$ cat src/rtl/tiny1_mmio_irq_if.sv
// tiny1_mmio_irq_if: core memory-port and interrupt handshake between tiny1 and its MMIO block
interface tiny1_mmio_irq_if;
  logic [15:0] mem_addr;
  logic [15:0] mem_data_i;
  logic [15:0] mmio_data_o;
  logic mem_wr;
  logic mem_rd;
  logic mmio_hit;
  logic irq;
  logic irqack;
  modport master (
    output mem_addr, mem_data_i, mem_wr, mem_rd, irqack,
    input  mmio_data_o, mmio_hit, irq
  );
  modport slave (
    input  mem_addr, mem_data_i, mem_wr, mem_rd, irqack,
    output mmio_data_o, mmio_hit, irq
  );
endinterface

$ cat src/rtl/tiny1_mmio_irq.sv
// tiny1_mmio_irq: MMIO register block, down-counting timer and edge-triggered interrupt controller
module tiny1_mmio_irq #(
  parameter int NSRC = 8,
  parameter int PRESCALE = 1
) (
  input  logic             clk,
  input  logic             rst,
  tiny1_mmio_irq_if.slave  bus,
  input  logic [NSRC-1:1]  irq_src,
  input  logic [15:0]      ext_in,
  output logic [15:0]      ext_out
);
  localparam int PW = PRESCALE > 1 ? $clog2(PRESCALE) : 1;
  logic [NSRC-1:0] pend, mask, clr, set;
  logic [15:0] reload, count, ext1, ext2, rdata;
  logic en, auto_rl, warm, tick, step, fire;
  logic [PW-1:0] pcnt;
  logic [NSRC-1:1] s1, s2, s3, armed, rise;
  logic [2:0] idx;
  logic mapped, sel, wr, wr_ctrl;
  assign mapped = bus.mem_addr[15:14] != 2'b00;
  assign sel = bus.mem_addr[15:3] == 13'h0800;
  assign idx = bus.mem_addr[2:0];
  assign wr = bus.mem_wr & sel;
  assign wr_ctrl = wr & (idx == 3'd4);
  assign tick = pcnt == PW'(PRESCALE - 1);
  assign step = en & tick & ~wr_ctrl;
  assign fire = step & (count == 16'd0);
  // a source only fires after it has been seen low since reset
  assign rise = s2 & ~s3 & armed;
  assign clr = (wr & (idx == 3'd0)) ? bus.mem_data_i[NSRC-1:0] : '0;
  assign set = {rise, fire};
  always_comb begin
    rdata = '0;
    case (idx)
      3'd0: rdata = 16'(pend);
      3'd1: rdata = 16'(mask);
      3'd2: rdata = reload;
      3'd3: rdata = count;
      3'd4: rdata = {14'd0, auto_rl, en};
      3'd5: rdata = {14'd0, bus.irq, bus.irqack};
      3'd6: rdata = ext2;
      default: rdata = ext_out;
    endcase
  end
  always_ff @(posedge clk or posedge rst)
    if (rst) begin
      bus.mmio_data_o <= '0;
      bus.mmio_hit <= 1'b0;
    end else if (bus.mem_rd) begin
      bus.mmio_hit <= mapped;
      bus.mmio_data_o <= sel ? rdata : 16'd0;
    end
  always_ff @(posedge clk or posedge rst)
    if (rst) begin
      s1 <= '0;
      s2 <= '0;
      s3 <= '0;
      armed <= '0;
      warm <= 1'b0;
      ext1 <= '0;
      ext2 <= '0;
    end else begin
      s1 <= irq_src;
      s2 <= s1;
      s3 <= s2;
      warm <= 1'b1;
      armed <= armed | ({(NSRC-1){warm}} & ~s1);
      ext1 <= ext_in;
      ext2 <= ext1;
    end
  always_ff @(posedge clk or posedge rst)
    if (rst) begin
      pend <= '0;
      bus.irq <= 1'b0;
    end else begin
      pend <= (pend & ~clr) | set;
      bus.irq <= |(pend & mask);
    end
  always_ff @(posedge clk or posedge rst)
    if (rst) begin
      mask <= '0;
      reload <= '0;
      ext_out <= '0;
    end else if (wr) begin
      if (idx == 3'd1) mask <= bus.mem_data_i[NSRC-1:0];
      if (idx == 3'd2) reload <= bus.mem_data_i;
      if (idx == 3'd7) ext_out <= bus.mem_data_i;
    end
  always_ff @(posedge clk or posedge rst)
    if (rst) begin
      en <= 1'b0;
      auto_rl <= 1'b0;
      count <= '0;
      pcnt <= '0;
    end else if (wr_ctrl) begin
      en <= bus.mem_data_i[0];
      auto_rl <= bus.mem_data_i[1];
      if (bus.mem_data_i[0]) begin
        count <= reload;
        pcnt <= '0;
      end
    end else if (en) begin
      pcnt <= tick ? '0 : pcnt + PW'(1);
      if (step) count <= (count == 16'd0) ? (auto_rl ? reload : count) : count - 16'd1;
      if (fire & ~auto_rl) en <= 1'b0;
    end
endmodule

$ cat src/flat_wrapper.sv
// flat-port wrapper written by rule: the top's interface ports become plain ports
module tiny1_mmio_irq_flat 
#(
  parameter int NSRC = 8,
  parameter int PRESCALE = 1
)
  (clk, rst, irq_src, ext_in, ext_out, bus_mem_addr, bus_mem_data_i, bus_mem_wr, bus_mem_rd, bus_irqack, bus_mmio_data_o, bus_mmio_hit, bus_irq);
  tiny1_mmio_irq_if bus_i ();
  input  logic clk;
  input  logic rst;
  input  logic [NSRC-1:1] irq_src;
  input  logic [15:0] ext_in;
  output logic [15:0] ext_out;
  input wire logic [$bits(bus_i.mem_addr)-1:0] bus_mem_addr;
  input wire logic [$bits(bus_i.mem_data_i)-1:0] bus_mem_data_i;
  input wire logic [$bits(bus_i.mem_wr)-1:0] bus_mem_wr;
  input wire logic [$bits(bus_i.mem_rd)-1:0] bus_mem_rd;
  input wire logic [$bits(bus_i.irqack)-1:0] bus_irqack;
  output wire logic [$bits(bus_i.mmio_data_o)-1:0] bus_mmio_data_o;
  output wire logic [$bits(bus_i.mmio_hit)-1:0] bus_mmio_hit;
  output wire logic [$bits(bus_i.irq)-1:0] bus_irq;
  assign bus_i.mem_addr = bus_mem_addr;
  assign bus_i.mem_data_i = bus_mem_data_i;
  assign bus_i.mem_wr = bus_mem_wr;
  assign bus_i.mem_rd = bus_mem_rd;
  assign bus_i.irqack = bus_irqack;
  assign bus_mmio_data_o = bus_i.mmio_data_o;
  assign bus_mmio_hit = bus_i.mmio_hit;
  assign bus_irq = bus_i.irq;
  tiny1_mmio_irq #(.NSRC(NSRC), .PRESCALE(PRESCALE)) u_core (.clk(clk), .rst(rst), .bus(bus_i), .irq_src(irq_src), .ext_in(ext_in), .ext_out(ext_out));
endmodule
$ cat config.mk
export PLATFORM = sky130hd
export DESIGN_NAME = tiny1_mmio_irq_flat
export DESIGN_NICKNAME = d
export VERILOG_FILES = /design/src/rtl/tiny1_mmio_irq_if.sv /design/src/rtl/tiny1_mmio_irq.sv /design/src/flat_wrapper.sv
export SDC_FILE = /design/constraint.sdc
export NUM_CORES = 1
export LEC_CHECK = 0
export BUFFER_PORTS_ARGS = -buffer_cell sky130_fd_sc_hd__clkbuf_2
export CORE_MARGIN = 2
export CORE_UTILIZATION = 30
export DETAILED_ROUTE_END_ITERATION = 10
export PLACE_DENSITY = 0.5
export SYNTH_ARGS = -nofsm -noshare
export SYNTH_HDL_FRONTEND = slang
export SYNTH_SLANG_ARGS = --single-unit
$ cat constraint.sdc
create_clock -name clk -period 5.1 [get_ports clk]
set_input_delay 0.765 -clock clk [delete_from_list [all_inputs] [get_ports clk]]
set_output_delay 0.765 -clock clk [all_outputs]
set_load 0.005 [all_outputs]
# Word level (Yosys, flattened, before mapping)
# Cells that the tools add are included.
[op_classes]
n_reduce_logical = 11
add_sub_neg = 2
bitwise_logic = 20
n_eq_ne = 10
mux = 16
[op_table]
columns = ["cell", "n"]
rows = [
  ["16-bit two-way mux", 7],
  ["16-bit one-hot mux with 7 select lines", 1],
  ["7-bit bitwise AND", 3],
  ["8-bit bitwise AND", 2],
  ["16-bit logical NOT", 1],
  ["16-bit by 1-bit subtractor with 16-bit output (second input constant)", 1],
  ["7-bit NOT", 2],
  ["13-bit by 12-bit equality test with 1-bit output (second input constant)", 1],
  ["3-bit equality test (second input constant)", 4],
  ["8-bit two-way mux", 1],
  ["8-bit NOT", 1],
  ["8-bit bitwise OR", 1],
  ["2-bit AND reduction", 4],
  ["8-bit OR reduction", 1],
  ["1-bit bitwise AND", 7],
  ["1-bit two-way mux", 7],
  ["7-bit bitwise OR", 1],
  ["3-bit by 2-bit equality test with 1-bit output (second input constant)", 2],
  ["2-bit nonzero test", 3],
  ["4-bit AND reduction", 1],
  ["3-bit by 1-bit equality test with 1-bit output (second input constant)", 1],
  ["3-bit logical NOT", 1],
  ["3-bit by 1-bit inequality test with 1-bit output (second input constant)", 1],
  ["1-bit NOT", 3],
  ["other kinds (2)", 2],
]
[totals]
register_bits = 146
in_bits = 60
wordCells = 77
output_inout_bits = 34

# Longest topological paths before layout
[logic_depth]
word_depth = 10
mapped_depth = 9
mapped_depth_nobuf = 7

# Least setup slack after synthesis
# Ideal clock, no wire load.
[synth_path]
path_kind = "in2reg"
start = "input bus_mem_addr[10]"
end = "register u_core.count[15]"
path_slack_ns = 2.417
arrival_ns = 2.562
setup_ns = 0.121
stages = 6
path_cell_list = "or4_1 > nor4_4 > nand2_4 > mux2_4 > buf_6 > a22o_1"
[synth_between]
elab_chain_cells = 7
word_cells_on_any_way = 11
[synth_lines]
columns = ["item", "line_no", "text"]
rows = [
  ["from (decl)", "flat_wrapper.sv:14", "input wire logic [$bits(bus_i.mem_addr)-1:0] bus_mem_addr;"],
  ["13-bit by 12-bit equality test with 1-bit output (*)", "tiny1_mmio_irq.sv:22", "assign sel = bus.mem_addr[15:3] == 13'h0800;"],
  ["1-bit bitwise AND (*)", "tiny1_mmio_irq.sv:24", "assign wr = bus.mem_wr & sel;"],
  ["1-bit bitwise AND (*)", "tiny1_mmio_irq.sv:25", "assign wr_ctrl = wr & (idx == 3'd4);"],
  ["1-bit NOT", "tiny1_mmio_irq.sv:27", "assign step = en & tick & ~wr_ctrl;"],
  ["1-bit bitwise AND", "tiny1_mmio_irq.sv:27", ""],
  ["2-bit nonzero test (no line)", "-", ""],
  ["4-bit AND reduction (no line)", "-", ""],
  ["to (signal assigned)", "tiny1_mmio_irq.sv:100", "count <= reload;"],
  ["to (signal assigned)", "tiny1_mmio_irq.sv:105", "if (step) count <= (count == 16'd0) ? (auto_rl ? reload : count) : count - 16'd1;"],
  ["to (decl)", "tiny1_mmio_irq.sv:15", "logic [15:0] reload, count, ext1, ext2, rdata;"],
]
# Mark *: on every way between the ends. The rest lies on a longest branch, timed or not.
# A chain may end at the register's enable or synchronous reset.

# Worst setup path after layout
[layout_path]
start = "input bus_mem_addr[1]"
end = "register u_core.count[13]"
[layout_between]
elab_chain_cells = 6
word_cells_on_any_way = 10
[layout_lines]
columns = ["item", "line_no"]
rows = [
  ["3-bit equality test (*)", "tiny1_mmio_irq.sv:25"],
  ["1-bit bitwise AND (*)", "tiny1_mmio_irq.sv:25"],
  ["1-bit NOT", "tiny1_mmio_irq.sv:27"],
  ["1-bit bitwise AND", "tiny1_mmio_irq.sv:27"],
  ["2-bit nonzero test (no line)", "-"],
  ["4-bit AND reduction (no line)", "-"],
]
# Marked as above.

==> impl_metrics.yaml <==
finish:
  post_route_cells_drive_above_1_share_pct: 31.01
  n_fill_cell: 2009
  diodes: 0
  nets: 665
  fin_cells: 886
  area_growth_pct: 22.28
min_path:
  hold_start: "u_core.ext1[6]$_DFF_PP0_"
  hp-class: "reg -> reg"
synthesis:
  async_reset_ff_share_pct: 100.0
  syn_area_mm2: 0.006077
  synth.avg_cell_area_um2: 11.85
  synthTopCellsByArea: "dfrtp_1 60%, mux2_2 8.5%, o21ai_0 3.5%"
  synth_warnings: 0
  netlist_top_cells_count: "145 x dfrtp_1, 46 x mux2_2, 42 x o21ai_0, 34 x inv_1, 29 x a21oi_1"
  synth-seq-cells: 145
  yosys_most_used_dff: "dfrtp_1"
  syn_inst: 513
  synth_most_common_cell: "dfrtp_1"
  ys_seq_area_share_pct: 59.71
  yosysUniqueCellTypes: 54
  synth_top_area_share_pct: 59.71
  synth_fp_nets: 575
  synth_largest_area_cell: "dfrtp_1"
  synth_edf_count: 0
pwr:
  powerDensity_mw_per_mm2: 351.0
  peakVddDrop_mv: 0.1916
  switching_share_pct: 24.65
  internal-power_mw: 1.965
  switching_power_mw: 0.6428
  power_frac_comb_pct: 4.2
  sequentialPowerShare_pct: 45.3
  clkPwrFrac_pct: 50.5
  power.leakage_nw: 3.496
route:
  vias: 4390
  first_pass_iters: 5
  wl_per_cell_um: 17.17
  drc_errors: 0
  vias_per_cell: 4.955
  routed_wl_um: 15220
  drtIter0Drc: 297
  ant_nets: 0
global_route:
  antenna_found_initial: 0
  track_usage_pct: 14.75
  grt.overflow.total: 0
  grt_pass1_vias: 4543
  grt_start_max_net_pins: 110
  grt_first_pass_wirelength_um: 24750
clock_network:
  cts_tree: "yes"
  h-tree-depth: 4
  path_clk_slew_ns: 0.07
  post_cts_resized: 0
  postCtsSetupBuffers: 0
  cts-root-buf: "clkbuf_16"
  clockBufferDepth: 2
  insertion_delay_ns: 0.42
  cts_sinks: 145
  postCtsHoldBufs: 0
  cts-buffers-inserted: 17
floorplan:
  core-area_mm2: 0.02004
  fp-row-count: 52
  io_pins: 94
  fp.dieArea_mm2: 0.02141
  die_w_um: 146.3
  start_util_pct: 30.33
  fp.dieH_um: 146.3
setup_path:
  end_kind: "flip-flop"
  path_class: "in -> reg"
  worstPathMaxFanout: 31
  cp.arrival_ns: 3.21
  crit_path_start: "bus_mem_addr[1]"
  timing.critical_path.required_ns: 5.39
  timing.rr.start: "u_core.count[0]$_DFFE_PP0P_"
  max_stage_delay_ns: 0.90
  crit_chain: "clkbuf_2 -> nor2_1 -> and3_1 -> a2bb2oi_2 -> buf_4 -> nand4_1 -> o21ai_0 -> a21oi_1"
  crit_slowest_cell: "a2bb2oi_2"
  cp-start-kind: "primary input"
timing:
  min_period_over_period_pct: 57.26
  period_needed_ns: 2.920
  maxSlewHeadroom_pct: 22.18
  setup_viol: 0
  skew_ns: 0.008074
  finalMaxSlewViolations: 0
  tightestPinTransition_ns: 1.166
  fmax_mhz: 342.4
  setup_ws_ns: 2.180
  finalSetupTns_ns: 0
  rsz0062_at_grt: "no"
  finalHoldViolCount: 0
placed_design:
  place_ws_ns: 1.770
  place_inst: 854
  gp_congestion: 0.8160
  portBuffers: 93
  post-dp-hpwl_um: 10250
job:
  drv_cap: 0
outcome:
  status: "completed"
[critical path: cells and delay by family]
family | cells | cell delay (ns)
buf+inv | 2 | 0.73
simple gates | 3 | 0.59
compound gates | 3 | 1.10
[power by group through the flow]
stage	clock [mW]	combinational, mW	sequential [mW]
after detailed placement	0	0.111	1.20
final	1.32	0.108	1.18
after CTS	1.35	0.112	1.18
after global placement	0	0.109	1.20
after global routing	1.41	0.123	1.18
after floorplan	0	0.0600	1.20
[metrics by stage]
stage                     hold slack (ns)  utilization, %  area, um2  total power [mW]
final                              0.3462           37.08       7431             2.608
after detailed placement           0.3347           33.89       6792             1.315
after CTS                          0.3484           37.08       7431             2.645
after floorplan                    0.3312               -       6077             1.260
after global placement             0.3347           33.89       6792             1.312
after global routing               0.3547           37.08       7431             2.713
[final cells by class]
class / instances / area (um2) / area share, %
clock buffers: 17 / 425.4 / 5.725
clock inverters: 15 / 214.0 / 2.879
inverters: 34 / 132.6 / 1.785
multi-input cells: 307 / 2190 / 29.47
flip-flops and latches: 145 / 3628 / 48.83
well taps: 270 / 337.8 / 4.546
repair buffers: 98 / 503.0 / 6.769
[cells by family after synthesis]
logic type | Yosys count | synth area share, %
buf+inv | 61 | 4.262
flops | 145 | 59.71
compound gates | 136 | 13.79
fa+ha+maj | 2 | 0.4117
simple gates | 104 | 9.368
other cells | 1 | 0.06171
mux | 64 | 12.39
[flip-flops by register name, indices dropped and copies added (netlist names), 8 cells and up]
name                    count
u_core.ext2                16
u_core.ext_out             16
u_core.ext1                16
u_core.pend                 8
u_core.bus.mmio_data_o     16
u_core.reload              16
u_core.count               16
u_core.mask                 8
[worst paths after layout]
kind / to / slack (ns) / cells past startpoint
worst max-delay path: u_core.count[13]$_DFFE_PP0P_ / 2.18 / 8
worst min-delay path: u_core.ext2[6]$_DFF_PP0_ / 0.35 / 0
worst max register to register: u_core.count[13]$_DFFE_PP0P_ / 2.43 / 8
worst min register to register: u_core.ext2[6]$_DFF_PP0_ / 0.35 / 0
max in group asynchronous: u_core.ext1[2]$_DFF_PP0_ / 3.45 / 3
min in group asynchronous: u_core.ext1[3]$_DFF_PP0_ / 0.57 / 2
[metal layers]
metal  vias to the layer above  part of all wire, %  track usage [%]
li1                       2034                    -                -
met1                      2230                   44            19.02
met2                       113                   50            24.36
met3                        13                  4.9            3.625
met4                         0                  1.2            5.097
met5                         -                    0                0
[placed cells by master, fill, tap and decap left out, drive strengths merged, types with 2 or more instances in the layout]
master,n
nand2,29
bufinv,2
a21o,7
inv,41
a21oi,29
dfrtp,145
a31oi,3
o211ai,4
o2111ai,3
and3,3
ha,2
o21ai,51
nand4,8
mux4,4
clkbuf,110
buf,5
a32o,7
o22ai,14
or4,2
mux2,47
mux2i,13
or2b,2
a22oi,8
or3,2
o31ai,2
and2,2
nand2b,5
clkinv,6
nor4,7
nor2,15
nor2b,2
nor3,4
nand3,17
No activity file was read; power rests on OpenSTA's default activity.
